File: config.mk
export PLATFORM = sky130hd
export DESIGN_NAME = register_load_arbiter_flat
export DESIGN_NICKNAME = d
export VERILOG_FILES = /design/src/rtl/register_load_arbiter_if.sv /design/src/rtl/register_load_arbiter.sv /design/src/flat_wrapper.sv
export SDC_FILE = /design/constraint.sdc
export NUM_CORES = 1
export LEC_CHECK = 0
export BUFFER_PORTS_ARGS = -buffer_cell sky130_fd_sc_hd__buf_2
export CAP_MARGIN = 20
export CORE_UTILIZATION = 39
export CTS_BUF_LIST = sky130_fd_sc_hd__clkbuf_16
export DETAILED_ROUTE_END_ITERATION = 10
export GPL_ROUTABILITY_DRIVEN = 0
export PLACE_DENSITY = 0.67
export SLEW_MARGIN = 40
export SYNTH_ARGS = -nofsm -noshare
export SYNTH_HDL_FRONTEND = slang
export SYNTH_SLANG_ARGS = --single-unit
File: constraint.sdc
create_clock -name clk -period 2.86 [get_ports clk]
set_clock_uncertainty 0.1 [all_clocks]
set_input_delay 0 -clock clk [delete_from_list [all_inputs] [get_ports clk]]
set_output_delay 0 -clock clk [all_outputs]
set_load 0.01 [all_outputs]
File: src/rtl/register_load_arbiter_if.sv
// Request/grant bundle between two writers, the arbiter and the shared 4-bit register.
// The master side is the requester/register environment; the slave side is the arbiter.
interface register_load_arbiter_if #(
    parameter int WIDTH     = 4,
    parameter int CNT_WIDTH = 4
);
    logic                 req_a;
    logic [WIDTH-1:0]     din_a;
    logic                 req_b;
    logic [WIDTH-1:0]     din_b;
    logic                 gnt_a;
    logic                 gnt_b;
    logic                 load;
    logic [WIDTH-1:0]     dout;
    logic                 last;
    logic [CNT_WIDTH-1:0] count;

    modport master (
        output req_a, din_a, req_b, din_b,
        input  gnt_a, gnt_b, load, dout, last, count
    );

    modport slave (
        input  req_a, din_a, req_b, din_b,
        output gnt_a, gnt_b, load, dout, last, count
    );
endinterface

File: src/rtl/register_load_arbiter.sv
// Two-requester round-robin arbiter driving LOAD/DIN of a shared register.
// One grant per two cycles; keeps a saturating count of grants for debug.
module register_load_arbiter #(
    parameter int WIDTH     = 4,
    parameter int CNT_WIDTH = 4
) (
    input  logic                   clk,
    input  logic                   rst,
    register_load_arbiter_if.slave bus
);
    localparam logic [0:0] IDLE  = 1'b0;
    localparam logic [0:0] GRANT = 1'b1;

    localparam logic [CNT_WIDTH-1:0] CNT_MAX = '1;

    logic [0:0]           state;
    logic                 gnt_a_q;
    logic                 gnt_b_q;
    logic                 load_q;
    logic                 last_q;
    logic [WIDTH-1:0]     dout_q;
    logic [CNT_WIDTH-1:0] count_q;

    logic                 pick_a;
    logic                 pick_b;

    // last_q = 1 means B won most recently, so A has priority on a tie.
    // NOTE: every always_comb output gets a default first so no path can infer a latch.
    always_comb begin
        pick_a = 1'b0;
        pick_b = 1'b0;
        if (state == IDLE) begin
            if (bus.req_a && (!bus.req_b || last_q)) begin
                pick_a = 1'b1;
            end else if (bus.req_b) begin
                pick_b = 1'b1;
            end
        end
    end

    // NOTE: state registers use non-blocking assignments so all flops update together at the edge.
    always_ff @(posedge clk) begin
        if (rst) begin
            state   <= IDLE;
            gnt_a_q <= 1'b0;
            gnt_b_q <= 1'b0;
            load_q  <= 1'b0;
            last_q  <= 1'b1;
            dout_q  <= '0;
            count_q <= '0;
        end else begin
            case (state)
                IDLE: begin
                    if (pick_a || pick_b) begin
                        state   <= GRANT;
                        gnt_a_q <= pick_a;
                        gnt_b_q <= pick_b;
                        load_q  <= 1'b1;
                        dout_q  <= pick_a ? bus.din_a : bus.din_b;
                        last_q  <= pick_b;
                        if (count_q != CNT_MAX) begin
                            count_q <= count_q + 1'b1;
                        end
                    end else begin
                        gnt_a_q <= 1'b0;
                        gnt_b_q <= 1'b0;
                        load_q  <= 1'b0;
                    end
                end
                default: begin
                    // Grant lasts exactly one cycle; requests seen here are ignored.
                    state   <= IDLE;
                    gnt_a_q <= 1'b0;
                    gnt_b_q <= 1'b0;
                    load_q  <= 1'b0;
                end
            endcase
        end
    end

    assign bus.gnt_a = gnt_a_q;
    assign bus.gnt_b = gnt_b_q;
    assign bus.load  = load_q;
    assign bus.dout  = dout_q;
    assign bus.last  = last_q;
    assign bus.count = count_q;
endmodule
File: src/flat_wrapper.sv
// flat-port wrapper written by rule: the top's interface ports become plain ports
module register_load_arbiter_flat 
#(
    parameter int WIDTH     = 4,
    parameter int CNT_WIDTH = 4
)
  (clk, rst, bus_req_a, bus_din_a, bus_req_b, bus_din_b, bus_gnt_a, bus_gnt_b, bus_load, bus_dout, bus_last, bus_count);
  register_load_arbiter_if #(.WIDTH(WIDTH), .CNT_WIDTH(CNT_WIDTH)) bus_i ();
  input  logic clk;
  input  logic rst;
  input wire logic [$bits(bus_i.req_a)-1:0] bus_req_a;
  input wire logic [$bits(bus_i.din_a)-1:0] bus_din_a;
  input wire logic [$bits(bus_i.req_b)-1:0] bus_req_b;
  input wire logic [$bits(bus_i.din_b)-1:0] bus_din_b;
  output wire logic [$bits(bus_i.gnt_a)-1:0] bus_gnt_a;
  output wire logic [$bits(bus_i.gnt_b)-1:0] bus_gnt_b;
  output wire logic [$bits(bus_i.load)-1:0] bus_load;
  output wire logic [$bits(bus_i.dout)-1:0] bus_dout;
  output wire logic [$bits(bus_i.last)-1:0] bus_last;
  output wire logic [$bits(bus_i.count)-1:0] bus_count;
  assign bus_i.req_a = bus_req_a;
  assign bus_i.din_a = bus_din_a;
  assign bus_i.req_b = bus_req_b;
  assign bus_i.din_b = bus_din_b;
  assign bus_gnt_a = bus_i.gnt_a;
  assign bus_gnt_b = bus_i.gnt_b;
  assign bus_load = bus_i.load;
  assign bus_dout = bus_i.dout;
  assign bus_last = bus_i.last;
  assign bus_count = bus_i.count;
  register_load_arbiter #(.WIDTH(WIDTH), .CNT_WIDTH(CNT_WIDTH)) u_core (.clk(clk), .rst(rst), .bus(bus_i));
endmodule
==> flow_metrics.tcl <==
set metrics [dict create \
    numClockSinks 12 \
    async_reset_ff_frac 0 \
    grt_pass1_vias 371 \
    synth_edf_count 0 \
    ys_ff_latch 12 \
    synth_most_common_cell "dfxtp_1" \
    ff2ff_setup_slack_ns 1.43 \
    fin_ws_ns 1.427 \
    cap_viol_max_count 0 \
    final_hold_viol_count 0 \
    cts_tree "yes" \
    grt_usage 0.1692 \
    cts_buffers 3 \
    critPathKind "reg -> reg" \
    critPathMaxFanout 6 \
    whs_path_depth 2 \
    ys_top_cells_by_count "12 x dfxtp_1, 9 x nand2_1, 7 x nor3_1" \
    crit_path_top_delay_cell "mux2_2" \
    rr_worst_depth 3 \
    finalSetupTns_ns 0 \
    totalWireLength_um 1209 \
    power.leakage_nw 0.3583 \
    finalNonFillerCells 103 \
    crit_path_start "u_core.bus.count[0]" \
    cellPowerDensity_nw_per_um2 648.0 \
    dp_slack_ns 1.444 \
    synth_ff_type "dfxtp_1" \
    synth.area.top_cells "dfxtp_1 43%, a311oi_2 11%, nor3_1 6.2%" \
    arrival_ns 1.46 \
    r2r-start "u_core.bus.count[0]" \
    drive_above_1_share 0.4318 \
    rsz0062_at_grt "false" \
    max_slew_margin 0.7897 \
    synth_fp_nets 70 \
    worstSetupEndpoint "u_core.bus.count[0]" \
    seq_area_frac_synth 0.4257 \
    rr_endpoint "u_core.bus.count[0]" \
    worstHoldPathType "in -> reg" \
    synth_top_area_share 0.4257 \
    core_um2 1318 \
    start_util 0.4283 \
    post-route-min-period_ns 1.433 \
    dieWidth_um 40.04 \
    drv_slew 0 \
    yosysWarnings 0 \
    endpoint_kind "flop" \
    status "finished, final reports clean" \
    ctsRootBufferMaster "clkbuf_16" \
    avgSynthCellArea_um2 9.900 \
    tightest_slew_ns 0.3148 \
    cp_slowest_stage_delay_ns 0.36 \
    rows 13 \
    fill_cells 116 \
    vias 517 \
    drt_first_pass_iters 3 \
    ir_worst_vdd_mv 0.3358 \
    worstPathRequired_ns 2.88 \
    syn_inst 57 \
    synth_area_um2 564.3 \
    synth.distinct_cells 23 \
    grt_pass1_wl_um 1725 \
    dpl.cell_count 94 \
    wl_per_cell_um 11.74 \
    viasPerCell 5.019 \
    grt.overflow.total 0 \
    fmax_ghz 0.6979 \
    power.total_w 0.0005335 \
    finalCritPeriodShare 0.5010 \
    setup_viol 0 \
    io_pins 24 \
    grt_max_degree 15 \
    antenna_found_initial 0 \
    cts.reportedPaths.clkPinSlew_ns 0.04 \
    worstPathCellList "ha_1 > a31oi_2 > mux2_2" \
    startpoint_type "flop" \
    ant_nets 0 \
    die_h_um 40.04 \
    insertion_delay_ns 0.24 \
    yosysTopAreaCell "dfxtp_1" \
    area_growth_pct 45.90 \
    fp.dieArea_um2 1603 \
    nets 102 \
    cts_resized 0 \
    drtIter0Drc 9 \
    clk_path_buf_depth 2 \
    num_antenna_cells 0 \
    drc 0 \
    port_buffers 23 \
    htree_levels 1 \
]
==> flip-flops by register name (all words and copies together) (netlist names) <==
register,cells
u_core.bus.last,1
u_core.bus.dout,4
u_core.bus.count,4
u_core.state,1
u_core.bus.gnt_a,1
u_core.bus.gnt_b,1
==> layer usage <==
layer	GRT usage	vias up	wire length (um)
li1	-	272	-
met1	0.2339	230	597
met2	0.2218	13	534
met3	0.07222	2	63
met4	0.07759	0	13
met5	0	-	0
==> logic make-up after synthesis <==
| logic type | share of synthesized area |
|---|---|
| multiplexers | 0.03769 |
| AO/OA/AOI/OAI | 0.2217 |
| AND/OR/NAND/NOR | 0.2860 |
| flip-flops | 0.4257 |
| buffers and inverters | 0.006646 |
| adder cells (fa/ha/maj) | 0.02217 |
==> cell usage in the layout, fill, tap and decap left out <==
master	count
clkinv_1	1
nor2_1	4
a21oi_1	1
nand2b_4	1
nand2_1	9
ha_1	1
a311oi_2	4
o21bai_2	1
and2b_4	1
dlygate4sd3_1	5
a211oi_1	1
a41oi_1	1
nor3_1	7
nor2b_1	2
a211o_2	1
clkbuf_16	3
a31oi_2	1
buf_2	23
mux2i_1	1
or2_4	1
o21ba_2	1
dfxtp_1	12
nand2b_1	3
nand3_1	1
nor4b_1	1
mux2_2	1
==> power breakdown <==
group / switching (W) / internal, W
combinational: 0.0000417 / 0.0000437
sequential: 0.0000108 / 0.000182
clock: 0.0000716 / 0.000184
total: 0.000124 / 0.000409
==> worst min path at each step <==
| stage | from | to | slack [ns] |
|---|---|---|---|
| finish | rst | u_core.bus.gnt_a | 0.01 |
| global route | rst | u_core.state | 0.04 |
| CTS | rst | u_core.bus.gnt_a | 0.01 |
| detailed placement | bus_req_a | u_core.bus.gnt_b | 0.19 |
| global placement | bus_req_a | u_core.bus.gnt_b | 0.19 |
| floorplan | bus_req_a | u_core.bus.gnt_b | 0.004 |
==> critical path: cells and delay by family, from the launching register on <==
kind,cells,cell delay [ns]
adder cells (fa/ha/maj),1,0.27
flip-flops,1,0.34
multiplexers,1,0.36
AO/OA/AOI/OAI,1,0.25
==> per-stage QoR <==
step | instance area [um2] | utilization | hold slack [ns]
floorplan | 564.3 | - | 0.003781
global placement | 694.4 | 0.5271 | 0.1894
detailed placement | 694.4 | 0.5271 | 0.1902
CTS | 823.3 | 0.6249 | 0.01294
global route | 823.3 | 0.6249 | 0.04063
finish | 823.3 | 0.6249 | 0.01449
==> final cells by class <==
class                      count  area, um2  area share
clock buffer                   3      75.07     0.09119
multi-input combinational     44      320.3      0.3891
tap                           15      18.77     0.02280
clock inverter                 1      3.754    0.004559
timing repair buffer          28      165.2      0.2006
sequential                    12      240.2      0.2918
==> repair_timing <==
action                                 4_1_cts  5_1_grt
buffers inserted                             0        0
endpoints found under the hold margin        5        0
hold buffers                                 5        0
(Power assumes the default switching activity.)
